==> src/rtl/uart_tx_serializer.sv <==
`timescale 1ns/1ps
`default_nettype none
// ============================================================================
// Module      : uart_tx_serializer
// Description : UART transmit framer. Pops words from a FIFO and shifts them
//               out LSB first with start/parity/stop bits, paced by a bit tick.
// Revision    : 1.0 - initial release
// ============================================================================
module uart_tx_serializer #(
    parameter int DATA_W     = 8,
    parameter int PARITY_EN  = 0,
    parameter int PARITY_ODD = 0,
    parameter int STOP_BITS  = 1
) (
    input  logic              clk,
    input  logic              rst_n,
    input  logic              bit_tick_i,
    input  logic              fifo_empty_i,
    input  logic [DATA_W-1:0] fifo_rd_data_i,
    output logic              fifo_rd_en_o,
    input  logic              break_i,
    output logic              tx_o,
    output logic              busy_o,
    output logic              frame_done_o
);

    generate
        if (DATA_W < 5 || DATA_W > 9) begin : g_bad_data_w
            $error("uart_tx_serializer: DATA_W must be in 5..9");
        end
        if (STOP_BITS != 1 && STOP_BITS != 2) begin : g_bad_stop_bits
            $error("uart_tx_serializer: STOP_BITS must be 1 or 2");
        end
    endgenerate

    localparam logic [3:0] c_LAST_BIT  = 4'(DATA_W - 1);
    localparam logic       c_LAST_STOP = 1'(STOP_BITS - 1);
    localparam logic       c_PAR_EN    = 1'(PARITY_EN);
    localparam logic       c_PAR_ODD   = 1'(PARITY_ODD);

    typedef enum logic [2:0] {
        S_IDLE   = 3'd0,
        S_START  = 3'd1,
        S_DATA   = 3'd2,
        S_PARITY = 3'd3,
        S_STOP   = 3'd4
    } state_t;

    state_t              r_state;
    state_t              w_state_nxt;
    logic [DATA_W-1:0]   r_shift;
    logic [3:0]          r_bit_cnt;
    logic                r_stop_cnt;
    logic                r_parity;
    logic                r_load;
    logic                r_break;
    logic                r_run;
    logic                w_rd_en;
    logic                w_done;
    logic                w_more;

    // r_run keeps the FIFO untouched while reset is held and until a clock
    // has passed after its release.
    assign w_more = ~fifo_empty_i & ~break_i;

    always_ff @(posedge clk or negedge rst_n) begin
        if (!rst_n) begin
            r_state <= S_IDLE;
        end else begin
            r_state <= w_state_nxt;
        end
    end

    always_comb begin
        w_state_nxt = r_state;
        w_rd_en     = 1'b0;
        w_done      = 1'b0;
        case (r_state)
            S_IDLE: begin
                if (bit_tick_i && w_more && r_run) begin
                    w_rd_en     = 1'b1;
                    w_state_nxt = S_START;
                end
            end
            S_START: begin
                if (bit_tick_i) w_state_nxt = S_DATA;
            end
            S_DATA: begin
                if (bit_tick_i && r_bit_cnt == c_LAST_BIT) begin
                    w_state_nxt = c_PAR_EN ? S_PARITY : S_STOP;
                end
            end
            S_PARITY: begin
                if (bit_tick_i) w_state_nxt = S_STOP;
            end
            S_STOP: begin
                if (bit_tick_i && r_stop_cnt == c_LAST_STOP) begin
                    w_done = 1'b1;
                    if (w_more) begin
                        w_rd_en     = 1'b1;
                        w_state_nxt = S_START;
                    end else begin
                        w_state_nxt = S_IDLE;
                    end
                end
            end
            default: w_state_nxt = S_IDLE;
        endcase
    end

    always_ff @(posedge clk or negedge rst_n) begin
        if (!rst_n) begin
            r_shift    <= '0;
            r_bit_cnt  <= '0;
            r_stop_cnt <= 1'b0;
            r_parity   <= 1'b0;
            r_load     <= 1'b0;
            r_break    <= 1'b0;
            r_run      <= 1'b0;
        end else begin
            r_load  <= w_rd_en;
            r_break <= break_i;
            r_run   <= 1'b1;
            // FIFO data is valid the cycle after the pop strobe
            if (r_load) begin
                r_shift  <= fifo_rd_data_i;
                r_parity <= (^fifo_rd_data_i) ^ c_PAR_ODD;
            end else if (r_state == S_DATA && bit_tick_i) begin
                r_shift <= r_shift >> 1;
            end
            if (r_state == S_START && bit_tick_i) begin
                r_bit_cnt <= '0;
            end else if (r_state == S_DATA && bit_tick_i) begin
                r_bit_cnt <= r_bit_cnt + 4'd1;
            end
            if (w_state_nxt == S_STOP && r_state != S_STOP) begin
                r_stop_cnt <= 1'b0;
            end else if (r_state == S_STOP && bit_tick_i) begin
                r_stop_cnt <= r_stop_cnt + 1'b1;
            end
        end
    end

    always_comb begin
        tx_o = 1'b1;
        case (r_state)
            S_IDLE:   tx_o = ~r_break;
            S_START:  tx_o = 1'b0;
            S_DATA:   tx_o = r_shift[0];
            S_PARITY: tx_o = r_parity;
            S_STOP:   tx_o = 1'b1;
            default:  tx_o = 1'b1;
        endcase
    end

    assign busy_o       = (r_state != S_IDLE);
    assign fifo_rd_en_o = w_rd_en;
    assign frame_done_o = w_done;

endmodule
`default_nettype wire

==> config.mk <==
export PLATFORM = sky130hd
export DESIGN_NAME = uart_tx_serializer
export DESIGN_NICKNAME = d
export VERILOG_FILES = /design/src/rtl/uart_tx_serializer.sv
export SDC_FILE = /design/constraint.sdc
export NUM_CORES = 1
export LEC_CHECK = 0
export BUFFER_PORTS_ARGS = -buffer_cell sky130_fd_sc_hd__buf_2
export CORE_AREA = 2 2 51 44
export DETAILED_ROUTE_END_ITERATION = 12
export DIE_AREA = 0 0 53 46
export PLACE_DENSITY = 0.79
export SLEW_MARGIN = 10
export SYNTH_ARGS = -nofsm -noshare
export SYNTH_HDL_FRONTEND = slang
export SYNTH_SLANG_ARGS = --single-unit
==> constraint.sdc <==
create_clock -name clk -period 3.15 [get_ports clk]
set_input_delay 0.315 -clock clk [delete_from_list [all_inputs] [get_ports clk]]
set_output_delay 0.315 -clock clk [all_outputs]
set_load 0.01 [all_outputs]
Word-level counts from Yosys, hierarchy flattened
Cells that the tools add are included.
Word-level totals
  output and inout port bits: 4
  flip-flop bits (word level): 20
Operators by class
  bitwise operators: 5
  reductions and logical operators: 14
  equal/unequal tests: 7
  $add $sub $neg: 2
  muxes and demuxes: 20
Operator list (number)
  two-way mux 8 bit: 2
  two-way mux 3 bit: 5
  one-hot mux 3 bit (5 select lines): 1
  logical AND 1 bit: 8
  two-way mux 1 bit: 8
  two-way mux 4 bit: 2
  parity 8 bit: 1
  equality test 3 x 2 -> 1 bit (second input constant): 2
  equality test 3 bit (second input constant): 2
  nonzero test 2 bit: 3
  adder 4 x 1 -> 4 bit (second input constant): 1
  equality test 4 x 3 -> 1 bit (second input constant): 1
  inverter 1 bit: 4
  one-hot mux 1 bit (4 select lines): 1
  equality test 3 x 1 -> 1 bit (second input constant): 1
  zero test 3 bit: 1
  != test 3 bit (second input constant): 1
  nonzero test 3 bit: 1
  one-hot mux 1 bit (2 select lines): 1
  adder 1 bit (second input constant): 1
  bitwise AND 1 bit: 1

Longest topological paths before layout
  word-level depth: 9
  gate-level depth with buffers: 5

Worst setup path before layout
Ideal clock, no wire load.
  path type: register -> output
  from: register r_state[0]
  to: output fifo_rd_en_o
  buffers on the path: 1
  slack: 1545 ps
  required time: 2835 ps
  arrival: 1290 ps
  cell stages (with the launch flop): 5
  cell sequence: dfrtp_1 -> buf_2 -> nor2_1 -> nand2_1 -> nor4_1
Between the ends
  longest elaborated chain between the ends: 2
RTL lines
  from (decl): line 49  | state_t r_state;
  from (signal assigned): line 70  | r_state <= w_state_nxt;
  equality test 3 bit or zero test 3 bit (tied branches): line 78  | case (r_state)
  one-hot mux 1 bit (2 select lines) *: line 78
  to (decl): line 20  | output logic fifo_rd_en_o,
Mark *: on every way between the ends. The rest lies on a longest branch, timed or not.

Worst setup path after layout
Ends and elaborated chain as after synthesis.

==> run metrics <==
status=completed; highest clock rate=0.436 GHz; cell count after synthesis=~110; slew margin rel.=a little under three fifths; nets@finish=141; DRC Markers=0; GRT Residual Overflow=0; H-Tree Level Count=1; I/O pins=17; DR WL/cell=about 13 um; Worst Path Arrival=around 2.0 ns; multiplexer share of the synthesized area=about 8.4%; CTS tree=yes; post-route ant nets=0; largest family of logic cells by synthesized area=simple AND/OR/NAND/NOR gates; sequential area share after synthesis=between 40% and 50%; share of layout cells above drive strength 1=between 10% and 20%; critical path peak fanout=18; area share of the largest cell type after synthesis=a little under half; ranking of synthesized cells by area=dfrtp_1, mux2i_1, o21ai_0, xnor2_1, a21oi_1; setup TNS=0 ns; hold slack final=0.119 ns; final max-slew violation count=0; CTS buffer count=3; global-route wire length before repair=3460 um; initial antenna violation count=0; DRT Pass-1 Iters=6; Mapped Area=between 1000 and 1500 um2; Initial Utilization=around 54%; # diodes=0; unique cell type count in the Yosys netlist=27; worst vdd ir=around 0.00058 V; min-delay src=break_i; number of global-route vias before repair=762; width of the chip=53 um; FF+latch count, synth=20; Compound-Gate Fraction of Synth Area=between 10% and 20%; DP HPWL=around 1400 um; Worst Setup End Kind=output port; Lkg Pwr=around 0.53 nW; Post-Synth XOR/XNOR Area=under 10%; hold_buf cts=1; Die Height=roughly 46 um; root buffer cell=clkbuf_4; FF-to-FF Start=r_state[0]; final critical-path required period=2.30 ns; Worst-Margin Slew=0.647 ns; die area=roughly 2400 um2; Setup Skew=0.0157 ns; # port buffers=16; Iteration-0 DRC Markers=22; unrepaired setup endpoints after global routing=no; gr usage total=20.4%; final hold vios=0; final std cells w/o fill=151; post-synth top area cell=dfrtp_1; Warnings, synthesis=0; simple-gate share of the synthesized area=18.4%; Area Growth Syn to Fin=13.5%; # setup viols final=0; crit path from=r_state[0]; Crit Path Category=register to output port; Cells after DPL=~150; CTS resizes=0; gpl congestion=~0.76; via count=848; Clock Pin Slew Worst Setup and Hold Paths=0.12 ns; Synth Area in Adders=roughly 1.2%; worst skew pair latency=roughly 0.3 ns; worst endpoint required time=about 2.8 ns; CORE AREA=1970 um2; CTS sink count=20; Setup Fix Bufs, Post-CTS=0; Power Density=roughly 760 nW/um2; Tcrit/Tclk final=about 73%; type of origin of the critical path=register; clock buffer depth=2; Routed WL=1970 um; total power draw=0.000924 W; Row Count=15; Mean Syn Cell Area=about 9.6 um2; max_cap viols=0; syn_nets=around 130; hold crit path type=primary input to register; pre-CTS setup slack=approximately 1.2 ns; largest net degree at the start of global routing=21; final worst slack=approximately 0.85 ns; via/cell ratio=around 5.6
per-layer routing:
layer | share of wire, % | wire length, um | up-vias | GRT usage, %
li1 | - | - | 417 | -
met1 | 44 | 872 | 401 | 27.6
met2 | 50 | 981 | 28 | 32.0
met3 | 5.1 | 100 | 2 | 6.91
met4 | 0.71 | 14 | 0 | 4.62
met5 | 0 | 0 | - | 0
layout make-up:
class | instances | area [um2]
repair buffers | 17 | 90.1
clock inverters | 1 | 30.0
multi-input cells | 81 | 523
clock buffers | 3 | 22.5
well taps | 25 | 31.3
fillers | 167 | 758
inverters | 4 | 15.0
flip-flops and latches | 20 | 500
cell usage after synthesis:
master	instances
conb_1	1
a31oi_1	1
a21oi_1	8
buf_4	1
mux2i_1	9
clkbuf_1	2
ha_1	1
o21ai_0	18
or2b_1	1
dfrtp_1	20
nor4_1	1
o31ai_1	1
nand3_1	4
nor3_1	3
xnor2_1	7
nand2_1	10
nor2_8	1
or4_1	1
inv_1	4
or2b_4	1
nand3b_4	1
o211ai_1	1
buf_2	3
a21o_1	1
or3_1	1
nor2_1	6
nor3b_1	3
cell families (layout without fill, tap and decap cells):
group	after synthesis	after routing
and+or+nand+nor	33	33
adders and majority gates	1	1
muxes	9	9
other	1	1
xor gates and xnor gates	7	7
AOI/OAI and AO/OA	30	30
DFF	20	20
buffers and inverters	10	25
state kept, by name, indices dropped and copies added (netlist names):
signal / count
r_shift: 8
r_bit_cnt: 4
r_state: 3
r_break: 1
r_load: 1
r_parity: 1
r_run: 1
r_stop_cnt: 1
layout by cell type (no fill, tap or decap), drive strengths merged, types with 2 or more instances in the layout:
| master | count |
|---|---|
| a21oi | 8 |
| inv | 4 |
| buf | 16 |
| nor3b | 3 |
| nand3 | 4 |
| nand2 | 10 |
| nor3 | 3 |
| nor2 | 7 |
| xnor2 | 7 |
| o21ai | 18 |
| mux2i | 9 |
| or2b | 2 |
| dfrtp | 20 |
| clkbuf | 3 |
where the power goes:
| part | internal [W] | switching (W) |
|---|---|---|
| logic | 0.000134 | 0.000153 |
| clock network | 0.000129 | 0.0000768 |
| registers | 0.000340 | 0.0000909 |
worst max-delay path: stages (launching register included):
cell and delay [ns]:
dfrtp_1 0.63, nor2_1 0.39, nand2_1 0.11, nor4_1 0.33
buf_2 0.21
through the flow:
step	utilization [%]	area, um2
6_report	61.5	1210
5_1_grt	61.5	1210
4_1_cts	61.5	1210
3_5_place_dp	58.3	1150
3_3_place_gp	58.3	1150
2_1_floorplan	-	1070
worst paths after layout:
kind / slack (ns) / end / depth (start not counted)
setup / recovery: 0.85 / fifo_rd_en_o / 4
hold / removal: 0.12 / r_break / 1
setup reg to reg: 1.50 / r_state[0] / 4
hold reg to reg: 0.55 / r_parity / 2
max in group asynchronous: 2.36 / r_shift[7] / 2
min in group asynchronous: 0.47 / r_bit_cnt[3] / 2
Power figures use the tool's default switching activity.
